File: config.mk
export PLATFORM = sky130hd
export DESIGN_NAME = sdram_init_refresh
export DESIGN_NICKNAME = d
export VERILOG_FILES = /design/src/rtl/sdram_init_refresh.sv
export SDC_FILE = /design/constraint.sdc
export NUM_CORES = 1
export LEC_CHECK = 0
export ABC_AREA = 1
export CORE_MARGIN = 2
export CORE_UTILIZATION = 55
export DETAILED_ROUTE_END_ITERATION = 12
export PLACE_DENSITY = 0.78
export SETUP_SLACK_MARGIN = 0.05
export SLEW_MARGIN = 0
export SYNTH_ARGS = -nofsm -noshare
export SYNTH_HDL_FRONTEND = slang
export SYNTH_SLANG_ARGS = --single-unit
File: constraint.sdc
create_clock -name clk -period 3.15 [get_ports clk]
set_clock_uncertainty 0.1 [all_clocks]
set_input_delay 0.4725 -clock clk [delete_from_list [all_inputs] [get_ports clk]]
set_output_delay 0.4725 -clock clk [all_outputs]
set_load 0.05 [all_outputs]
File: src/rtl/sdram_init_refresh.sv
// SDRAM power-up init sequencer and periodic auto-refresh engine.
// Optional macro SDRAM_REF_DEBT_EN: keep up to 3 postponed refreshes and run them back-to-back.
// Wait-state counters load T_x-2, so T_RP, T_RC and T_MRD must each be at least 2.
module sdram_init_refresh #(
    parameter int unsigned INIT_WAIT  = 20000,
    parameter int unsigned REF_PERIOD = 1560,
    parameter int unsigned T_RP       = 3,
    parameter int unsigned T_RC       = 7,
    parameter int unsigned T_MRD      = 2,
    parameter logic [11:0] MODE_REG   = 12'h020
) (
    input  logic        clk,
    input  logic        reset_n,
    input  logic        ref_ack,
    output logic        init_done,
    output logic        ref_req,
    output logic        cmd_own,
    output logic        zs_cke,
    output logic        zs_cs_n,
    output logic        zs_ras_n,
    output logic        zs_cas_n,
    output logic        zs_we_n,
    output logic [11:0] zs_addr,
    output logic [1:0]  zs_ba
);

    localparam int unsigned MAX_A   = (INIT_WAIT > T_RC) ? INIT_WAIT : T_RC;
    localparam int unsigned MAX_B   = (T_RP > T_MRD) ? T_RP : T_MRD;
    localparam int unsigned CNT_MAX = (MAX_A > MAX_B) ? MAX_A : MAX_B;
    localparam int unsigned CNT_W   = $clog2(CNT_MAX + 1);
    localparam int unsigned TMR_W   = $clog2(REF_PERIOD + 1);
`ifdef SDRAM_REF_DEBT_EN
    localparam int unsigned PEND_W  = 2;
`else
    localparam int unsigned PEND_W  = 1;
`endif

    localparam logic [3:0]  CMD_NOP = 4'b0111;
    localparam logic [3:0]  CMD_PRE = 4'b0010;
    localparam logic [3:0]  CMD_REF = 4'b0001;
    localparam logic [3:0]  CMD_LMR = 4'b0000;
    localparam logic [11:0] A10     = 12'h400;

    typedef enum logic [3:0] {
        S_RST, S_WAIT, S_PRE, S_PRE_WT, S_REF1, S_REF1_WT, S_REF2, S_REF2_WT,
        S_MRS, S_MRS_WT, S_IDLE, S_RPRE, S_RPRE_WT, S_RREF, S_RREF_WT
    } state_t;

    state_t             state_q, state_d;
    logic [CNT_W-1:0]   cnt_q, cnt_d;
    logic [TMR_W-1:0]   timer_q, timer_d;
    logic [PEND_W-1:0]  pend_q, pend_d;
    logic               init_done_q, init_done_d;
    logic               ref_req_q, ref_req_d;
    logic               cmd_own_q, cmd_own_d;
    logic               cke_q, cke_d;
    logic [3:0]         cmd_q, cmd_d;
    logic [11:0]        addr_q, addr_d;
    logic [1:0]         ba_q, ba_d;
    logic               tick, dec, cnt_zero;

    always_comb begin
        cnt_zero = (cnt_q == '0);
        tick     = init_done_q && (timer_q == TMR_W'(REF_PERIOD - 1));
        dec      = (state_q == S_RREF_WT) && cnt_zero;

        timer_d = '0;
        if (init_done_q) timer_d = tick ? '0 : timer_q + TMR_W'(1);

        pend_d = pend_q;
        if (tick && !dec && (pend_q != '1)) pend_d = pend_q + PEND_W'(1);
        else if (dec && !tick)              pend_d = pend_q - PEND_W'(1);
        ref_req_d = (pend_d != '0);

        state_d     = state_q;
        cnt_d       = cnt_zero ? cnt_q : cnt_q - CNT_W'(1);
        cmd_d       = CMD_NOP;
        addr_d      = '0;
        ba_d        = '0;
        cke_d       = 1'b1;
        init_done_d = init_done_q;
        cmd_own_d   = cmd_own_q;

        // Outputs are computed for the state being entered, so each command appears on the edge it is scheduled for.
        case (state_q)
            S_RST: begin
                state_d = S_WAIT;
                cnt_d   = CNT_W'(INIT_WAIT - 1);
            end
            S_WAIT: if (cnt_zero) begin
                state_d = S_PRE;
                cmd_d   = CMD_PRE;
                addr_d  = A10;
            end
            S_PRE: begin
                state_d = S_PRE_WT;
                cnt_d   = CNT_W'(T_RP - 2);
            end
            S_PRE_WT: if (cnt_zero) begin
                state_d = S_REF1;
                cmd_d   = CMD_REF;
            end
            S_REF1: begin
                state_d = S_REF1_WT;
                cnt_d   = CNT_W'(T_RC - 2);
            end
            S_REF1_WT: if (cnt_zero) begin
                state_d = S_REF2;
                cmd_d   = CMD_REF;
            end
            S_REF2: begin
                state_d = S_REF2_WT;
                cnt_d   = CNT_W'(T_RC - 2);
            end
            S_REF2_WT: if (cnt_zero) begin
                state_d = S_MRS;
                cmd_d   = CMD_LMR;
                addr_d  = MODE_REG;
            end
            S_MRS: begin
                state_d = S_MRS_WT;
                cnt_d   = CNT_W'(T_MRD - 2);
            end
            S_MRS_WT: if (cnt_zero) begin
                state_d     = S_IDLE;
                init_done_d = 1'b1;
                cmd_own_d   = 1'b0;
            end
            S_IDLE: if (ref_req_q && ref_ack) begin
                state_d   = S_RPRE;
                cmd_d     = CMD_PRE;
                addr_d    = A10;
                cmd_own_d = 1'b1;
            end else begin
                cmd_own_d = 1'b0;
            end
            S_RPRE: begin
                state_d = S_RPRE_WT;
                cnt_d   = CNT_W'(T_RP - 2);
            end
            S_RPRE_WT: if (cnt_zero) begin
                state_d = S_RREF;
                cmd_d   = CMD_REF;
            end
            S_RREF: begin
                state_d = S_RREF_WT;
                cnt_d   = CNT_W'(T_RC - 2);
            end
            S_RREF_WT: if (cnt_zero) begin
                state_d = S_IDLE;
`ifdef SDRAM_REF_DEBT_EN
                // Hold the bus through the IDLE gap while more refreshes are owed.
                cmd_own_d = (pend_d != '0);
`else
                cmd_own_d = 1'b0;
`endif
            end
            default: state_d = S_RST;
        endcase
    end

    always_ff @(posedge clk or negedge reset_n) begin
        if (!reset_n) begin
            state_q     <= S_RST;
            cnt_q       <= '0;
            timer_q     <= '0;
            pend_q      <= '0;
            init_done_q <= 1'b0;
            ref_req_q   <= 1'b0;
            cmd_own_q   <= 1'b1;
            cke_q       <= 1'b0;
            cmd_q       <= 4'b1111;
            addr_q      <= '0;
            ba_q        <= '0;
        end else begin
            state_q     <= state_d;
            cnt_q       <= cnt_d;
            timer_q     <= timer_d;
            pend_q      <= pend_d;
            init_done_q <= init_done_d;
            ref_req_q   <= ref_req_d;
            cmd_own_q   <= cmd_own_d;
            cke_q       <= cke_d;
            cmd_q       <= cmd_d;
            addr_q      <= addr_d;
            ba_q        <= ba_d;
        end
    end

    assign init_done = init_done_q;
    assign ref_req   = ref_req_q;
    assign cmd_own   = cmd_own_q;
    assign zs_cke    = cke_q;
    assign zs_cs_n   = cmd_q[3];
    assign zs_ras_n  = cmd_q[2];
    assign zs_cas_n  = cmd_q[1];
    assign zs_we_n   = cmd_q[0];
    assign zs_addr   = addr_q;
    assign zs_ba     = ba_q;

endmodule

==> flow_summary.yaml <==
outcome:
  run_status: "finished, final reports clean"
route:
  detail_route_antenna_nets: 0
  drt-total-wl_mm: 4.66
  first_pass_iters: 4
  post_drt_wl_per_cell_um: 11.9
  num_vias: 1994
  drc: 0
  number_of_violations_reported_at_the_end_of_detailed_routing_iteration_0: 122
  detail_route.vias_per_cell: 5.07
finish:
  layout.nets: 346
  drive_gt1_share_pct: 11.4
  final_cells: 393
  antenna_cells_inserted: 0
  layout.cells.most_common: "sky130_fd_sc_hd__nand2_1"
  most-common-layout-cells: "sky130_fd_sc_hd__nand2_1 (70), sky130_fd_sc_hd__nor2_1 (41), sky130_fd_sc_hd__inv_1 (39), sky130_fd_sc_hd__dfrtp_1 (35), sky130_fd_sc_hd__nand3_1 (31)"
  synthToLayoutAreaGrowth_pct: 10.0
  fillCellCount: 395
placed_design:
  gp_congestion: 0.856
  placement.io_buffers: 12
  numPlacedInstances: 385
  post-dp-hpwl_mm: 3.60
  place_ws_ps: 1270
logic_synthesis:
  synth_seq_cells: 40
  post_synth.cell_area_avg_sq_um: 7.42
  sequential_to_total_area_share_from_yosys_stat_pct: 42.0
  mappedNetlistArea_sq_um: 2400
  ys_types: 32
  synth_edf_count: 0
  synth-main-ff-cell: "sky130_fd_sc_hd__dfrtp_1"
  async_flop_share_pct: 100
  synth_cells: 323
  ys_warn_count: 0
setup_path:
  worstPathCellList: "clkdlybuf4s50_1"
  cp_data_arrival_time_ps: 1630
  setup.worst_path.start_class: "flip-flop"
  crit_fanout: 2
  delay_heaviest_family_cp: "buffers and inverters"
  worst_r2r_endpoint: "timer_q[0]"
  cp_num_buf_inv: 1
  reg2regPathDepth: 9
  setup.worst_path.class: "reg -> out"
  crit_path_end_kind: "output port"
  critPathSlowestCell: "sky130_fd_sc_hd__clkdlybuf4s50_1"
  required_ps: 2580
  critical_path.max_stage_delay_ps: 790
  worstReg2RegStart: "timer_q[0]"
  r2r_slack_ps: 1300
sta:
  transition_time_at_the_pin_with_the_least_slew_margin_ps: 841
  final.setup.tns_ps: 0
  achievable-frequency_ghz: 0.454
  setup_slack_ps: 948
  timing_max_transition_violations_final: 0
  setup_viol_count_final: 0
  grt_setup_unrepaired: "false"
  timing.final.crit_period_ps: 2200
  layout_worst_path_cycle_share_pct: 69.9
  hold_viol_final: 0
  max-slew-margin-rel_pct: 43.9
die:
  fp.dieW_um: 70.0
  coreArea_sq_um: 4260
  start_util_pct: 56.2
  row_count: 24
  die-height_um: 70.0
  fp.dieArea_sq_um: 4900
  io_pins: 25
power:
  p_sw_mw: 0.228
  irDropWorstVdd_mv: 0.207
  powerDensity_nw_per_um2: 381
  total_power_after_layout_mw: 1.01
  netSwitchingFraction_pct: 22.6
  pwr-share-seq_pct: 51.3
  intPower_mw: 0.778
  power.combinational.fraction_pct: 5.0
  pwr-share-clk_pct: 43.8
  cellLeakagePower_nw: 1.27
clock_tree:
  tritoncts: "built"
  cts_max_level: 2
  cts.hold.buffers_added: 0
  cts_buffer_depth: 2
  ctsRootBufferMaster: "sky130_fd_sc_hd__clkbuf_8"
  clkSinkCount: 40
  insertion_delay_ps: 300
  cts-resized-gates: 0
  clkSlewWorstSetupHoldPaths_ps: 80
  cts_buffer_count: 5
  post_cts_setup_buffer_count: 0
min_path:
  hold_path.class: "in -> async"
global_route:
  global_route.overflow_total: 0
  maximum_number_of_pins_on_one_net_before_global_route_repair: 41
  grt_first_pass_wirelength_mm: 8.06
  grt_antenna_before_repair: 0
  grtUsageTotal_pct: 20.7
  vias_in_the_first_global_route: 1850
flow_run:
  drv.max_cap_violation_count: 0
area by class of cell:
cell class	count	area, sq um	share of cell area, %
Clock inverter	2	38.8	1.47
Inverter	45	169	6.40
Clock buffer	6	82.6	3.13
Sequential cell	40	1010	38.2
Timing Repair Buffer	12	115	4.36
Tap cell	52	65.1	2.47
Multi-Input combinational cell	236	1160	44.0
per-layer routing:
layer,share of wire (%),global-route usage (%)
met5,0,0
met4,2.1,8.97
met3,3.5,4.47
met2,49,32.9
met1,46,27.2
registers in the layout, summed over array words and instances, names as in the netlist:
signal / count
cmd_own: 1
zs_addr: 2
state_q: 4
cmd_q: 4
init_done: 1
cnt_q: 15
zs_cke: 1
ref_req: 1
timer_q: 11
cells in the mapped netlist, types with 2 or more instances:
cell type | n | area share, %
sky130_fd_sc_hd__nand2_1 | 70 | 11
sky130_fd_sc_hd__nor2_1 | 41 | 6.4
sky130_fd_sc_hd__inv_1 | 39 | 6.1
sky130_fd_sc_hd__dfrtp_1 | 35 | 37
sky130_fd_sc_hd__nand3_1 | 31 | 6.5
sky130_fd_sc_hd__a21oi_1 | 16 | 3.3
sky130_fd_sc_hd__buf_4 | 12 | 3.8
sky130_fd_sc_hd__nor3_1 | 11 | 2.3
sky130_fd_sc_hd__nand4_1 | 8 | 2.1
sky130_fd_sc_hd__nor2_2 | 7 | 1.8
sky130_fd_sc_hd__nor2_4 | 7 | 3.3
sky130_fd_sc_hd__inv_2 | 6 | 0.94
sky130_fd_sc_hd__dfstp_2 | 5 | 5.5
sky130_fd_sc_hd__o21ai_0 | 5 | 1.0
sky130_fd_sc_hd__o21ai_1 | 5 | 1.0
sky130_fd_sc_hd__xor2_1 | 4 | 1.5
sky130_fd_sc_hd__ha_1 | 3 | 1.6
sky130_fd_sc_hd__conb_1 | 2 | 0.31
sky130_fd_sc_hd__nand2_2 | 2 | 0.52
sky130_fd_sc_hd__o21bai_1 | 2 | 0.63
how the worst max path moves through the flow:
stage | startpoint | end | slack [ps] | cells after the start
floorplan | init_done | timer_q[0] | 1560 | 6
global placement | cmd_own | cmd_own | 1290 | 1
detailed placement | cmd_own | cmd_own | 1270 | 1
CTS | cmd_own | cmd_own | 940 | 1
global route | cmd_own | cmd_own | 910 | 1
finish | cmd_own | cmd_own | 950 | 1
power by group through the flow:
stage	combinational (mW)	clock (mW)	sequential, mW
floorplan	0.0429	0	0.530
global placement	0.0504	0	0.525
detailed placement	0.0506	0	0.525
CTS	0.0506	0.446	0.515
global route	0.0535	0.467	0.515
finish	0.0498	0.440	0.515
logic make-up after synthesis:
logic type / Yosys count / share of synthesized area (%)
other cells: 2 / 0.313
compound gates: 32 / 7.31
fa+ha+maj: 3 / 1.57
buf+inv: 59 / 11.5
flops: 40 / 42.0
xor+xnor: 4 / 1.46
simple gates: 183 / 35.9
stage by stage:
stage | hold WS (ps) | area (sq um) | util (%)
6_report | 172 | 2640 | 61.9
5_1_grt | 263 | 2640 | 61.9
4_1_cts | 213 | 2640 | 61.9
3_5_place_dp | 371 | 2520 | 59.0
3_3_place_gp | 364 | 2520 | 59.0
2_1_floorplan | 76.9 | 2440 | -
Note: power is estimated with default switching activity, not from simulation.
